### config.mk
export PLATFORM = sky130hd
export DESIGN_NAME = mio_bus_responder
export DESIGN_NICKNAME = d
export VERILOG_FILES = /design/src/rtl/mio_pkg.sv /design/src/rtl/mio_counter.sv /design/src/rtl/mio_bus_responder.sv
export SDC_FILE = /design/constraint.sdc
export NUM_CORES = 1
export LEC_CHECK = 0
export BUFFER_PORTS_ARGS = -buffer_cell sky130_fd_sc_hd__buf_2
export CAP_MARGIN = 5
export CORE_AREA = 2 2 110 112
export CTS_BUF_LIST = sky130_fd_sc_hd__clkbuf_16
export DETAILED_ROUTE_END_ITERATION = 16
export DIE_AREA = 0 0 112 114
export GPL_TIMING_DRIVEN = 0
export PLACE_DENSITY = 0.76
export SYNTH_ARGS = -nofsm -noshare
export SYNTH_HDL_FRONTEND = slang
export SYNTH_SLANG_ARGS = --single-unit
### constraint.sdc
create_clock -name clk -period 1.8 [get_ports clk]
set_input_delay 0.09 -clock clk [delete_from_list [all_inputs] [get_ports clk]]
set_output_delay 0.09 -clock clk [all_outputs]
set_load 0.05 [all_outputs]
### src/rtl/mio_pkg.sv
// Shared definitions for the CPU memory/IO bus responder: address-map region
// nibbles, the transaction FSM states and the region decoder.
package mio_pkg;

  // Address map, selected by Addr_in[31:28]
  localparam logic [3:0] REG_RAM = 4'h0;
  localparam logic [3:0] REG_LED = 4'hE;
  localparam logic [3:0] REG_CNT = 4'hF;

  // Transaction FSM
  typedef enum logic [1:0] {
    ST_IDLE = 2'd0,
    ST_BUSY = 2'd1,
    ST_ACK  = 2'd2
  } mio_state_t;

  // Decoded target of a transaction
  typedef enum logic [1:0] {
    RGN_RAM  = 2'd0,
    RGN_LED  = 2'd1,
    RGN_CNT  = 2'd2,
    RGN_NONE = 2'd3
  } mio_region_t;

  // Map the top address nibble onto a region; anything not listed is unmapped
  function automatic mio_region_t decode_region(input logic [3:0] nib);
    mio_region_t rgn;
    case (nib)
      REG_RAM: rgn = RGN_RAM;
      REG_LED: rgn = RGN_LED;
      REG_CNT: rgn = RGN_CNT;
      default: rgn = RGN_NONE;
    endcase
    return rgn;
  endfunction

endpackage

### src/rtl/mio_counter.sv
// 32-bit free-running counter with a synchronous load port. A load in the
// same cycle replaces the increment; the count wraps naturally at 2^32.
module mio_counter
  import mio_pkg::*;
(
  input  logic        clk,
  input  logic        rst,
  input  logic        ld,
  input  logic [31:0] ld_val,
  output logic [31:0] q
);

  logic [31:0] r_cnt;

  // Count every clock; load takes priority over the increment
  always_ff @(posedge clk) begin
    if (rst) begin
      r_cnt <= '0;
    end else if (ld) begin
      r_cnt <= ld_val;
    end else begin
      r_cnt <= r_cnt + 32'd1;
    end
  end

  assign q = r_cnt;

endmodule

### src/rtl/mio_bus_responder.sv
// Target side of the CPU memory/IO bus. Accepts a request in IDLE, serves it
// from synchronous block RAM (fixed multi-cycle BUSY phase) or from the
// on-chip peripherals (LED/switch port, free-running counter), and returns
// read data together with a one-cycle MIO_ready acknowledge.
module mio_bus_responder
  import mio_pkg::*;
#(
  parameter int RAM_ADDR_W = 10,
  parameter int RAM_LAT    = 2,
  parameter int LED_W      = 16
) (
  input  logic                  clk,
  input  logic                  rst,
  input  logic                  CPU_MIO,
  input  logic                  MemRW,
  input  logic [31:0]           Addr_in,
  input  logic [31:0]           Wdata_in,
  output logic [31:0]           Rdata_out,
  output logic                  MIO_ready,
  output logic [RAM_ADDR_W-1:0] ram_addr,
  output logic                  ram_we,
  output logic [31:0]           ram_din,
  input  logic [31:0]           ram_dout,
  input  logic [LED_W-1:0]      sw_in,
  output logic [LED_W-1:0]      led_out
);

  // Down-counter sized to hold RAM_LAT-1 (at least one bit)
  localparam int              LAT_W    = (RAM_LAT > 1) ? $clog2(RAM_LAT) : 1;
  localparam logic [LAT_W-1:0] LAT_INIT = LAT_W'(RAM_LAT - 1);

  mio_state_t            r_state;
  logic [LAT_W-1:0]      r_lat;
  logic [RAM_ADDR_W-1:0] r_addr;
  logic [31:0]           r_data;
  logic                  r_we;
  mio_region_t           r_region;
  logic [31:0]           r_rdata;
  logic                  r_ready;
  logic                  r_ram_we;
  logic [LED_W-1:0]      r_led;

  mio_region_t           w_region;
  logic [31:0]           w_periph_rdata;
  logic [31:0]           w_cnt;
  logic                  w_cnt_ld;
  logic                  w_addr_unused;

  // Byte-lane bits and RAM alias bits play no part in decoding
  assign w_addr_unused = ^{Addr_in[1:0], Addr_in[27:RAM_ADDR_W+2]};

  assign w_region = decode_region(Addr_in[31:28]);

  // Counter writes commit on the edge leaving ACK, like every peripheral write
  assign w_cnt_ld = (r_state == ST_ACK) && r_we && (r_region == RGN_CNT);

  mio_counter u_counter (
    .clk    (clk),
    .rst    (rst),
    .ld     (w_cnt_ld),
    .ld_val (r_data),
    .q      (w_cnt)
  );

  // Peripheral read mux, sampled straight from the live request at acceptance
  always_comb begin
    w_periph_rdata = '0;
    case (w_region)
      RGN_LED: w_periph_rdata = 32'(sw_in);
      RGN_CNT: w_periph_rdata = w_cnt;
      default: w_periph_rdata = '0;
    endcase
  end

  // Transaction FSM with latch registers, RAM strobe, read data and LED register
  always_ff @(posedge clk) begin
    if (rst) begin
      r_state  <= ST_IDLE;
      r_lat    <= '0;
      r_addr   <= '0;
      r_data   <= '0;
      r_we     <= 1'b0;
      r_region <= RGN_RAM;
      r_rdata  <= '0;
      r_ready  <= 1'b0;
      r_ram_we <= 1'b0;
      r_led    <= '0;
    end else begin
      // Acknowledge and write strobe are single-cycle pulses
      r_ready  <= 1'b0;
      r_ram_we <= 1'b0;
      case (r_state)
        ST_IDLE: begin
          if (CPU_MIO) begin
            r_addr   <= Addr_in[RAM_ADDR_W+1:2];
            r_data   <= Wdata_in;
            r_we     <= MemRW;
            r_region <= w_region;
            if (w_region == RGN_RAM) begin
              r_state  <= ST_BUSY;
              r_lat    <= LAT_INIT;
              r_ram_we <= MemRW;
            end else begin
              // Peripherals and unmapped space answer in a single cycle
              r_state <= ST_ACK;
              r_ready <= 1'b1;
              r_rdata <= MemRW ? 32'd0 : w_periph_rdata;
            end
          end
        end
        ST_BUSY: begin
          if (r_lat == '0) begin
            r_state <= ST_ACK;
            r_ready <= 1'b1;
            r_rdata <= r_we ? 32'd0 : ram_dout;
          end else begin
            r_lat <= r_lat - 1'b1;
          end
        end
        ST_ACK: begin
          r_state <= ST_IDLE;
          if (r_we && (r_region == RGN_LED)) begin
            r_led <= r_data[LED_W-1:0];
          end
        end
        default: r_state <= ST_IDLE;
      endcase
    end
  end

  assign Rdata_out = r_rdata;
  assign MIO_ready = r_ready;
  assign ram_addr  = r_addr;
  assign ram_we    = r_ram_we;
  assign ram_din   = r_data;
  assign led_out   = r_led;

endmodule
**Word-level counts from Yosys, hierarchy flattened**

Index checks and enable logic that the tools add are counted.

- Input port bits: 116
- Word-level logic and storage cells: 62
- Register bits: 130
- Output and inout bits: 92

- Reductions and logical operators: 13
- Mux-type cells: 21
- Eq/ne operators: 12
- Add/sub/neg operators: 2
- Bitwise gates (word level): 3

Operators with widths:

| operator | count |
|---|---|
| $mux 32 | 6 |
| $pmux 32 s2 | 2 |
| $add 32x1->32 const B | 1 |
| $eq 4x4->1 const B | 2 |
| $ne 2x2->1 const B | 4 |
| $eq 2x1->1 const B | 3 |
| $eq 2x2->1 const B | 3 |
| $mux 1 | 6 |
| $mux 2 | 3 |
| $pmux 2 s3 | 1 |
| $reduce_and 2->1 | 3 |
| $logic_not 2->1 | 2 |
| $logic_not 4->1 | 1 |
| $pmux 1 s2 | 2 |
| $pmux 2 s2 | 1 |
| $reduce_and 4->1 | 1 |
| $reduce_or 4->1 | 1 |
| $logic_and 1x1->1 | 3 |
| $not 1->1 | 3 |
| $reduce_and 3->1 | 1 |
| $reduce_bool 2->1 | 1 |
| $sub 1x1->1 const B | 1 |

**Logic depth before layout (Yosys ltp)**

- Word-level depth: 8
- Gate-level depth with buffers: 11
- Depth with buffers taken out: 9

**Modules after synthesis**

A second synthesis with hierarchy kept.

- Cell total of the unflattened synthesis: 709
- Area, all modules: 6074.6 um2

By module, submodules not included:

| module | sequential area each (um2) | times used | cells an instance | area an instance (um2) |
|---|---|---|---|---|
| mio_bus_responder | 1961.9 | 1 | 482 | 4224.1 |
| mio_counter | 640.6 | 1 | 227 | 1850.5 |

**Worst setup path before layout**

OpenSTA, ideal clock, no wires.

- Path kind: input to register
- Start point: in Addr_in[30]
- End point: reg r_rdata[22], in the netlist Rdata_out[22]
- Data arrival time: 1.576 ns
- Path slack: 0.146 ns
- Stages on the path: 8
- Data required time: 1.722 ns
- Path through: nand4_1 inv_1 ha_1 clkbuf_1 nor3b_2 clkbuf_1 a221oi_1 nor3_1

- Longest elaborated chain between the ends: 8

Ends and longest elaborated chain:

| element | RTL line | text |
|---|---|---|
| start: declaration | mio_bus_responder.sv:16 | `input logic [31:0] Addr_in,` |
| $eq 4x4->1 or $logic_not 4->1 (tied branches) | mio_pkg.sv:28 | `case (nib)` |
| $pmux 2 s3 * | mio_pkg.sv:28 |  |
| $eq 2x2->1 or $eq 2x1->1 (tied branches) | mio_bus_responder.sv:68 | `case (w_region)` |
| $pmux 32 s2 | mio_bus_responder.sv:68 |  |
| $mux 32 | mio_bus_responder.sv:107 | `r_rdata <= MemRW ? 32'd0 : w_periph_rdata;` |
| $mux 32 | mio_bus_responder.sv:99 | `if (w_region == RGN_RAM) begin` |
| $mux 32 | mio_bus_responder.sv:94 | `if (CPU_MIO) begin` |
| $pmux 32 s2 | mio_bus_responder.sv:92 | `case (r_state)` |
| end signal: assignment | mio_bus_responder.sv:107 |  |
| end signal: assignment | mio_bus_responder.sv:115 | `r_rdata <= r_we ? 32'd0 : ram_dout;` |
| end: declaration | mio_bus_responder.sv:38 | `logic [31:0] r_rdata;` |

Every way passes the cells marked *; elsewhere a longest branch is shown, timed or not. The select of a mux whose other input is x is not followed.
A chain may end at the register's enable or synchronous reset.

**Worst setup path after layout**

- Start point: reg r_state[1]
- End point: reg r_rdata[23], in the netlist Rdata_out[23]

- Longest elaborated chain between the ends: 3

Ends and longest elaborated chain:

| element | RTL line | text |
|---|---|---|
| start: declaration | mio_bus_responder.sv:32 | `mio_state_t r_state;` |
| start signal: assignment | mio_bus_responder.sv:78 | `r_state <= ST_IDLE;` |
| start signal: assignment | mio_bus_responder.sv:100 | `r_state <= ST_BUSY;` |
| start signal: assignment | mio_bus_responder.sv:105 | `r_state <= ST_ACK;` |
| $eq 2x1->1 or $logic_not 2->1 (tied branches) | mio_bus_responder.sv:92 |  |
| $ne 2x2->1 (no line) or $reduce_bool 2->1 (tied branches) | -- |  |
| $reduce_and 4->1 (no line) | -- |  |

Parallel ways exist; a longest one is shown, timed or not.

==> insert_results.sql <==
INSERT INTO impl_metrics (metric_group, metric, value, unit) VALUES
('status', 'outcome', 'completed', ''),
('grt', 'grt_start_max_net_pins', '17', ''),
('synthesis', 'number_of_enable_type_register_cells_in_the_synthesized_netlist', '0', ''),
('synthesis', 'synthCells', '666', ''),
('cells_and_area', 'antenna_cells_inserted', '0', ''),
('setup_path', 'timing.setup.critical_path_class', 'reg -> reg', ''),
('cells_and_area', 'finalNetCount', '1050', ''),
('power', 'finalPower', '7880', 'uW'),
('detailed_routing', 'route.detailed.vias_per_inst', '5.370', ''),
('detailed_routing', 'route.detailed.wl_per_inst', '16.24', 'microns'),
('synthesis', 'synth-warning-count', '0', ''),
('setup_path', 'reg2reg_from', 'r_state[1]', ''),
('power', 'power-per-cell-area', '975.9', 'nW/um^2'),
('worst_hold_path', 'hold_path_depth', '3', ''),
('setup_path', 'critical_path_s_top_delay_family', 'compound AO/OA/AOI/OAI gates', ''),
('clocking', 'worst_skew_pair.late_latency', '0.42', 'ns'),
('synthesis', 'postSynth.asyncResetShare', '0', '%'),
('grt', 'grt_pass1_vias', '5680', ''),
('cells_and_area', 'multi_input_comb_area', '2917', 'sq um'),
('cells_and_area', 'layout.area.seq', '2624', 'sq um'),
('placement', 'numPortBuffers', '189', ''),
('clocking', 'cts-buffers-inserted', '17', ''),
('floorplanning', 'coreArea', '11710', 'sq um'),
('setup_path', 'timing.reg2reg.setup_slack', '0.07', 'ns'),
('cells_and_area', 'utilization', '68.94', '%'),
('setup_path', 'worstSetupStartpoint', 'r_state[1]', ''),
('sta', 'max_freq', '578.0', 'MHz'),
('clocking', 'cts_sinks', '130', ''),
('detailed_routing', 'via_count_of_the_routed_design', '5853', ''),
('grt', 'grt_usage', '27.52', '%'),
('setup_path', 'cpPeakStageDelay', '0.36', 'ns'),
('cells_and_area', 'leading_cell_type_in_the_layout_fill_and_taps_excluded', 'sky130_fd_sc_hd__buf_2', ''),
('synthesis', 'ys.flop_type', 'sky130_fd_sc_hd__dfxtp_1', ''),
('floorplanning', 'fp.dieArea', '12770', 'sq um'),
('setup_path', 'cp-start-kind', 'flip-flop', ''),
('setup_path', 'cell_breakdown_of_the_critical_path', 'nor2_4 -> nand2_4 -> o22a_1 -> buf_2 -> buf_4 -> a221oi_1 -> nor3_1', ''),
('detailed_routing', 'firstDrtPassIters', '5', ''),
('synthesis', 'postSynthRegisterBits', '130', ''),
('sta', 'timing.max_slew.rel_slack', '59.92', '%'),
('sta', 'grt_setup_unrepaired', 'true', ''),
('setup_path', 'critical_path_arrival', '2.01', 'ns'),
('sta', 'fin_crit', '1.730', 'ns'),
('placement', 'place.detailed.hpwl', '11860', 'microns'),
('floorplanning', 'floorplan.die.height', '114', 'microns'),
('cells_and_area', 'mostFrequentLayoutCells', 'sky130_fd_sc_hd__buf_2 (191), sky130_fd_sc_hd__dfxtp_1 (121), sky130_fd_sc_hd__nor2_1 (105)', ''),
('setup_path', 'cp.required', '2.08', 'ns'),
('floorplanning', 'start_util', '47.61', '%'),
('grt', 'number_of_antenna_violations_at_the_first_check_in_global_routing', '0', ''),
('grt', 'globalRoute.totalOverflow', '0', ''),
('sta', 'number_of_setup_violations_in_the_final_report', '0', ''),
('synthesis', 'syn_avg_cell_area', '8.371', 'sq um'),
('cells_and_area', 'drive_gt1_share', '30.97', '%'),
('sta', 'tightestPinTransition', '0.6013', 'ns'),
('setup_path', 'worst_r2r_path_depth', '7', ''),
('setup_path', 'worstPathBufferInverterCount', '2', ''),
('placement', 'numPlacedInstances', '1002', ''),
('sta', 'timing_hold_violations_final', '0', ''),
('cells_and_area', 'nFillCells', '937', ''),
('power', 'power.static_leakage', '0.003499', 'uW'),
('sta', 'finalMaxSlewViolations', '0', ''),
('synthesis', 'mappedNetlistArea', '5575', 'sq um'),
('setup_path', 'setup.worst_path.end', 'Rdata_out[23]', ''),
('power', 'worst_ir_drop_vdd', '0.6670', 'mV'),
('clocking', 'clk_transition_reported_paths', '0.06', 'ns'),
('setup_path', 'path_max_fanout', '10', ''),
('detailed_routing', 'wl', '17700', 'microns'),
('floorplanning', 'floorplan.io_pins', '208', ''),
('placement', 'finalWeightedCongestion', '0.8708', ''),
('floorplanning', 'die-width', '112', 'microns'),
('sta', 'layout_worst_path_cycle_share', '96.11', '%'),
('clocking', 'cts_buffer_depth', '2', '');
-- what timing repair did --
action | 4_1_cts | 5_1_grt
hold buffers | 50 | 0
endpoints found under the setup margin | 84 | 93
buffers inserted | 1 | 8
resized for setup | 18 | 64
pin swaps | 2 | 8
hold endpoints to repair | 51 | 0
-- worst min path at each step --
stage                     to          from  slack, ns
3_3_place_gp     ram_addr[5]    Addr_in[7]       0.33
2_1_floorplan           r_we         MemRW       0.23
3_5_place_dp     ram_din[29]  Wdata_in[29]       0.34
5_1_grt         Rdata_out[9]   ram_dout[9]       0.02
4_1_cts         Rdata_out[5]   ram_dout[5]      0.002
6_report       Rdata_out[26]  ram_dout[26]      0.009
-- routing by layer --
metal / vias up / share of wire [%] / GRT usage [%]
li1: 2877 / - / -
met4: 0 / 2.3 / 12.03
met2: 227 / 48 / 45.21
met5: - / 0 / 0
met3: 36 / 5.9 / 6.057
met1: 2713 / 44 / 35.11
-- where the power goes --
| part | switching [uW] | internal, uW |
|---|---|---|
| registers | 126 | 3040 |
| clock network | 1310 | 2020 |
| logic | 952 | 441 |
-- cells in the mapped netlist (all sizes together), types with 2 or more instances --
| cell | n | area [sq um] |
|---|---|---|
| nor4 | 5 | 52.55 |
| nand2 | 98 | 367.9 |
| and3 | 4 | 26.28 |
| nor3 | 37 | 196.4 |
| inv | 8 | 30.03 |
| and2 | 3 | 18.77 |
| a211oi | 47 | 357.8 |
| xnor2 | 13 | 113.9 |
| a22oi | 16 | 120.1 |
| mux2i | 17 | 170.2 |
| and4 | 2 | 17.52 |
| ha | 4 | 50.05 |
| dfxtp | 130 | 2603 |
| nor2 | 108 | 405.4 |
| nor3b | 3 | 27.52 |
| a221oi | 16 | 140.1 |
| clkbuf | 39 | 146.4 |
| o21ai | 3 | 18.77 |
| nand3 | 10 | 50.05 |
| buf | 12 | 63.81 |
| nand4 | 18 | 142.6 |
| a21oi | 45 | 225.2 |
| xor2 | 17 | 148.9 |
-- through the flow --
step / worst slack, ns / setup TNS [ns] / hold WS [ns] / area [sq um]
after floorplan: 0.1460 / 0 / 0.2260 / 5575
after global placement: -0.3239 / -7.205 / 0.3301 / 6705
after detailed placement: -0.3972 / -8.908 / 0.3361 / 6705
after CTS: 0.005807 / 0 / 0.002226 / 7841
after global routing: -0.09981 / -0.1893 / 0.01883 / 8074
final: 0.06999 / 0 / 0.009451 / 8074
-- final cells by class --
| type | count | share of cell area, % |
|---|---|---|
| plain buffers | 48 | 2.929 |
| clock buffers | 17 | 5.269 |
| clock inverters | 15 | 1.782 |
| inverters | 8 | 0.3719 |
| multi-input cells | 477 | 36.12 |
| flip-flops and latches | 130 | 32.50 |
| well taps | 147 | 2.278 |
| repair buffers | 248 | 18.75 |
-- sequential cells by signal, summed over array words and instances, names as in the netlist --
signal,flops
r_we,1
r_state,2
MIO_ready,1
r_lat,1
u_counter.q,32
r_region,2
ram_we,1
Rdata_out,32
ram_addr,10
led_out,16
ram_din,32
-- cells by family after synthesis --
kind of cell | Yosys count | share of synthesized area, %
flops | 130 | 46.68
compound gates | 132 | 16.14
xor+xnor | 30 | 4.713
fa+ha+maj | 4 | 0.8977
simple gates | 294 | 24.21
buf+inv | 59 | 4.309
mux | 17 | 3.052
-- worst reg2reg max path, stage by stage, from the launching register on --
cell and delay, ns:
sky130_fd_sc_hd__dfxtp_1 0.36, sky130_fd_sc_hd__nor2_4 0.15, sky130_fd_sc_hd__nand2_4 0.13, sky130_fd_sc_hd__o22a_1 0.23, sky130_fd_sc_hd__buf_2 0.15, sky130_fd_sc_hd__buf_4 0.18, sky130_fd_sc_hd__a221oi_1 0.31, sky130_fd_sc_hd__nor3_1 0.09
(Power assumes the default switching activity.)
